==> config.mk <==
export PLATFORM = sky130hd
export DESIGN_NAME = kernel_top_vec_flat
export DESIGN_NICKNAME = d
export VERILOG_FILES = /design/src/rtl/kernel_top_vec_if.sv /design/src/rtl/kernel_top_vec.sv /design/src/flat_wrapper.sv
export SDC_FILE = /design/constraint.sdc
export NUM_CORES = 1
export LEC_CHECK = 0
export CAP_MARGIN = 20
export CELL_PAD_IN_SITES_DETAIL_PLACEMENT = 0
export CELL_PAD_IN_SITES_GLOBAL_PLACEMENT = 1
export CORE_MARGIN = 1.5
export CORE_UTILIZATION = 41
export DETAILED_ROUTE_END_ITERATION = 8
export GPL_ROUTABILITY_DRIVEN = 0
export MAX_ROUTING_LAYER = met4
export PLACE_DENSITY_LB_ADDON = 0.15
export SYNTH_ARGS = -nofsm -noshare
export SYNTH_HDL_FRONTEND = slang
export SYNTH_SLANG_ARGS = --single-unit
==> constraint.sdc <==
create_clock -name clk -period 2.3 [get_ports clk]
set_input_delay 0.23 -clock clk [delete_from_list [all_inputs] [get_ports clk]]
set_output_delay 0.23 -clock clk [all_outputs]
set_load 0.02 [all_outputs]
==> src/rtl/kernel_top_vec_if.sv <==
// kernel_top_vec_if: shared valid/ready stream bundle for the vector kernel,
// carrying both operand streams in and the result stream out.
interface kernel_top_vec_if #(
  parameter int STREAMW = 32,
  parameter int NLANES  = 4
);
  logic                      ivalid;
  logic                      iready;
  logic [NLANES*STREAMW-1:0] in1;
  logic [NLANES*STREAMW-1:0] in2;
  logic                      ovalid;
  logic                      oready;
  logic [NLANES*STREAMW-1:0] out;
  logic                      olast;
  modport slave  (input ivalid, in1, in2, oready, output iready, ovalid, out, olast);
  modport master (output ivalid, in1, in2, oready, input iready, ovalid, out, olast);
endinterface

==> src/rtl/kernel_top_vec.sv <==
// kernel_top_vec: NLANES lockstep lanes applying a binary op through a DEPTH-stage
// elastic pipeline, with an element counter flagging the last word of each stream.
module kernel_top_vec #(
  parameter int STREAMW = 32,
  parameter int NLANES  = 4,
  parameter int DEPTH   = 3,
  parameter int OP      = 0,
  parameter int NELEM   = 1024
) (
  input logic             clk,
  input logic             rst,
  kernel_top_vec_if.slave s
);
  localparam int W  = NLANES * STREAMW;
  localparam int CW = NELEM > 1 ? $clog2(NELEM) : 1;
  localparam logic [CW-1:0] LAST = CW'(NELEM - 1);
  logic [DEPTH-1:0] v;
  logic [DEPTH-1:0] adv;
  logic [W-1:0]     d [DEPTH];
  logic [W-1:0]     res;
  logic [CW-1:0]    ocnt;
  for (genvar k = 0; k < NLANES; k++) begin : g_lane
    logic [STREAMW-1:0] a, b;
    assign a = s.in1[k*STREAMW +: STREAMW];
    assign b = s.in2[k*STREAMW +: STREAMW];
    assign res[k*STREAMW +: STREAMW] = OP == 2 ? a * b : OP == 1 ? a - b : a + b;
  end
  // a stage advances if it or any stage downstream of it is empty, or the sink drains
  for (genvar i = 0; i < DEPTH; i++) begin : g_adv
    assign adv[i] = s.oready | ~&v[DEPTH-1:i];
  end
  assign s.iready = adv[0];
  assign s.ovalid = v[DEPTH-1];
  assign s.out    = d[DEPTH-1];
  assign s.olast  = v[DEPTH-1] & (ocnt == LAST);
  always_ff @(posedge clk or negedge rst) begin
    if (!rst) begin
      v <= '0;
      for (int i = 0; i < DEPTH; i++) d[i] <= '0;
    end else begin
      if (adv[0]) begin
        v[0] <= s.ivalid;
        d[0] <= res;
      end
      for (int i = 1; i < DEPTH; i++)
        if (adv[i]) begin
          v[i] <= v[i-1];
          d[i] <= d[i-1];
        end
    end
  end
  always_ff @(posedge clk or negedge rst) begin
    if (!rst) ocnt <= '0;
    else if (s.ovalid & s.oready) ocnt <= ocnt == LAST ? '0 : ocnt + 1'b1;
  end
endmodule

==> src/flat_wrapper.sv <==
// flat-port wrapper written by rule: the top's interface ports become plain ports
module kernel_top_vec_flat 
#(
  parameter int STREAMW = 32,
  parameter int NLANES  = 4,
  parameter int DEPTH   = 3,
  parameter int OP      = 0,
  parameter int NELEM   = 1024
)
  (clk, rst, s_ivalid, s_in1, s_in2, s_oready, s_iready, s_ovalid, s_out, s_olast);
  kernel_top_vec_if #(.STREAMW(STREAMW), .NLANES(NLANES)) s_i ();
  input logic clk;
  input logic rst;
  input wire logic [$bits(s_i.ivalid)-1:0] s_ivalid;
  input wire logic [$bits(s_i.in1)-1:0] s_in1;
  input wire logic [$bits(s_i.in2)-1:0] s_in2;
  input wire logic [$bits(s_i.oready)-1:0] s_oready;
  output wire logic [$bits(s_i.iready)-1:0] s_iready;
  output wire logic [$bits(s_i.ovalid)-1:0] s_ovalid;
  output wire logic [$bits(s_i.out)-1:0] s_out;
  output wire logic [$bits(s_i.olast)-1:0] s_olast;
  assign s_i.ivalid = s_ivalid;
  assign s_i.in1 = s_in1;
  assign s_i.in2 = s_in2;
  assign s_i.oready = s_oready;
  assign s_iready = s_i.iready;
  assign s_ovalid = s_i.ovalid;
  assign s_out = s_i.out;
  assign s_olast = s_i.olast;
  kernel_top_vec #(.STREAMW(STREAMW), .NLANES(NLANES), .DEPTH(DEPTH), .OP(OP), .NELEM(NELEM)) u_core (.clk(clk), .rst(rst), .s(s_i));
endmodule
==> metrics <==
status complete, no violations; register area between 9000 and 10,000 um^2; Worst-Margin Slew 570 ps; DP HPWL between 40,000 and 50,000 um; clk buf depth 3; Seq pwr share 39.8%; Fmax 0.437 GHz; switch share between 30% and 40%; Logic pwr share a little under a third; Synth async-reset ratio between 90% and 100%; R2R setup slack 400 ps; via density per instance 5.02; most common cell after layout, fill and taps aside nand2_1; fin area 30,300 um^2; WS Path Type input pin to register; number of port buffers 390; Congestion Overflow GR 0; Hold Startpoint s_in1[96]; DP Worst Slack -899 ps; reg2reg path depth 8; worst vdd rail ir drop 0.000567 V; Final ANT Viol Nets 0; max-slew violation count 0; Power Density 832 nW/um^2; Distinct cells, synth 66; Syn Inst Count 2,243; Worst setup SP type input pin; worst hold path type input pin to register; R2R Path Start u_core.v[2]; layout cells sized above 1 23.4%; critical path launch point s_in2[80]; DR pass1 iterations 5; Root Buffer clkbuf_16; htree depth 2; WHS Endpoint u_core.d[352]; Clk pwr share 28.3%; critical-path maximum fanout 5; Mapped Area between 20,000 and 25,000 um^2; synthesis-to-finish area growth 40.5%; initial cell density of the core about two fifths; Clock Skew approximately 18 ps; RR Endpoint u_core.d[281]; number of fill cells ~4,500; Worst setup EP type register; DR WL/cell 17.1 um; sequential share of the synthesized area between 40% and 50%; EDFF count, synth 0; internal power 17.2 mW; Syn Nets 2,632; Rows 83; #FFs+latches synth roughly 400; via count 17,700; Die ar. roughly 54,000 um^2; synth warn 0; unrepaired setup endpoints after global routing true; pin count of the biggest net entering global routing 84; DRT Wirelength 60,100 um; CTS Sinks 397; Worst Path Arrival 2780 ps; TritonCTS Buffers between 40 and 50; Chip Width between 200 and 250 um; DRC Markers 0; Die H ~230 um; DP Area 27,800 um^2; Clk pin slew, worst setup/hold paths 60 ps; first-pass GRT wire length 95,200 um; Final Cycle Share 99.5%; initial DRC count 838; area taken by multi-input logic gates 11,300 um^2; maxcap violations 0; crit path time final ~2300 ps; Net Switching 8.00 mW; relative slew slack 62.0%; num ports 391; Cells on Worst Hold Path 4; ys flop type dfrtp_1; Fin. Hold Viols 0; Avg Cell Area, Syn 9.61 um^2; nets around 3,200; antenna violations before repair 13; TritonCTS clock tree built; setup_tns 0 ps; final worst setup slack 12.4 ps; vias in the first global route 18,400; Worst-Skew Late Latency 570 ps; Core Footprint between 50,000 and 60,000 um^2; Final setup viols 0; GRT Util Overall between 20% and 30%; required time of the critical path 2790 ps; commonest cells after routing, fill and taps aside nand2_1, dfrtp_1, clkdlybuf4s50_1; leak pwr 14.1 nW
[worst max-delay path, stage by stage]
cell and delay (ps):
clkdlybuf4s50_1 460, ha_4 340, nand4_1 110, or4_1 570, o221ai_4 240, nand3_2 160
a31oi_4 210, a31oi_1 120, xor2_1 160, o21ai_0 170
[Yosys cell counts, types with 3 or more instances]
| master | number | share of area [%] |
|---|---|---|
| nand2_1 | 518 | 9.0 |
| o21ai_0 | 84 | 1.9 |
| o31ai_1 | 15 | 0.52 |
| a21o_1 | 72 | 2.5 |
| o211ai_1 | 6 | 0.21 |
| nand3b_1 | 3 | 0.10 |
| xnor2_1 | 61 | 2.5 |
| nor4_1 | 3 | 0.087 |
| or2_2 | 4 | 0.12 |
| and3_1 | 14 | 0.41 |
| o21bai_1 | 20 | 0.70 |
| a21boi_0 | 3 | 0.10 |
| nand4_1 | 17 | 0.49 |
| a2111oi_0 | 5 | 0.20 |
| inv_1 | 30 | 0.52 |
| nand2b_1 | 15 | 0.44 |
| mux2_2 | 130 | 6.8 |
| nor3b_1 | 9 | 0.31 |
| fa_1 | 4 | 0.37 |
| o21ai_1 | 5 | 0.12 |
| buf_1 | 5 | 0.087 |
| a211o_1 | 5 | 0.20 |
| a41oi_1 | 5 | 0.20 |
| xor2_1 | 47 | 1.9 |
| nand3_1 | 32 | 0.74 |
| a221oi_1 | 3 | 0.12 |
| nor4b_1 | 4 | 0.16 |
| a211oi_1 | 16 | 0.56 |
| dfrtp_1 | 397 | 46 |
| nor3_1 | 27 | 0.63 |
| nor2_1 | 120 | 2.1 |
| a21oi_1 | 149 | 3.5 |
| o41ai_1 | 3 | 0.12 |
| buf_4 | 128 | 4.5 |
| a31oi_1 | 13 | 0.38 |
| o21a_1 | 12 | 0.42 |
| and2_1 | 13 | 0.38 |
| nor2b_1 | 9 | 0.26 |
| clkbuf_1 | 75 | 1.3 |
| ha_1 | 125 | 7.3 |
[layout make-up]
type,instances,area share [%]
Multi-Input combinational cell,1608,37.3
Sequential cell,397,32.8
Timing Repair Buffer,713,21.7
Clock buffer,65,4.33
Tap cell,680,2.81
Clock inverter,17,0.537
Inverter,30,0.388
Antenna cell,13,0.107
[worst max path at each step]
| stage | to | slack [ps] | cells after the start |
|---|---|---|---|
| 3_5_place_dp | u_core.d[382] | -900 | 12 |
| 2_1_floorplan | u_core.d[380] | -180 | 11 |
| 3_3_place_gp | u_core.d[383] | -830 | 12 |
| 6_report | u_core.d[349] | 10 | 10 |
| 4_1_cts | u_core.d[351] | -50 | 12 |
| 5_1_grt | u_core.d[349] | -70 | 10 |
[flip-flops by register name, indices dropped and copies added (netlist names)]
| name | count |
|---|---|
| u_core.s.out | 128 |
| u_core.v | 3 |
| u_core.d | 256 |
| u_core.ocnt | 10 |
[power groups by stage]
| stage | sequential (mW) | combinational, mW | clock, mW |
|---|---|---|---|
| 6_report | 10.0 | 8.04 | 7.13 |
| 2_1_floorplan | 9.72 | 5.19 | 0 |
| 3_5_place_dp | 10.1 | 7.81 | 0 |
| 4_1_cts | 10.0 | 7.95 | 7.36 |
| 5_1_grt | 10.3 | 8.77 | 7.62 |
| 3_3_place_gp | 10.1 | 7.68 | 0 |
[timing repair]
action                                 CTS  global route
pin swaps                               45            62
hold buffers                             1             0
endpoints found under the hold margin   50             0
setup buffers                           11            11
setup endpoints to repair               40            53
resized for setup                       65           117
[stage by stage]
step / std cells / utilization (%) / hold WS, ps / total power, mW
global route: 3523 / 58.7 / 39.8 / 26.7
floorplan: 2243 / - / -65.6 / 14.9
CTS: 3499 / 57.4 / 146 / 25.3
detailed placement: 3405 / 53.9 / 203 / 17.9
finish: 3523 / 58.7 / 31.1 / 25.2
global placement: 3405 / 53.9 / 204 / 17.7
[logic make-up (layout without fill, tap and decap cells)]
logic type	after synthesis	count (layout)	synth area share [%]
flops	397	397	46.1
compound gates	445	445	13.2
mux	130	130	6.79
buf+inv	238	825	6.37
other cells	0	13	0
fa+ha+maj	129	129	7.62
simple gates	796	796	15.5
xor+xnor	108	108	4.39
[layer usage]
metal	track usage, %	up-vias	share of wire, %	wire length [um]
met4	5.46	0	2.0	1220
met2	38.3	338	50	29800
met5	-	-	0	0
met1	27.8	8536	43	26100
met3	4.85	76	5.0	3020
li1	-	8726	-	-
No activity file was read; power rests on OpenSTA's default activity.
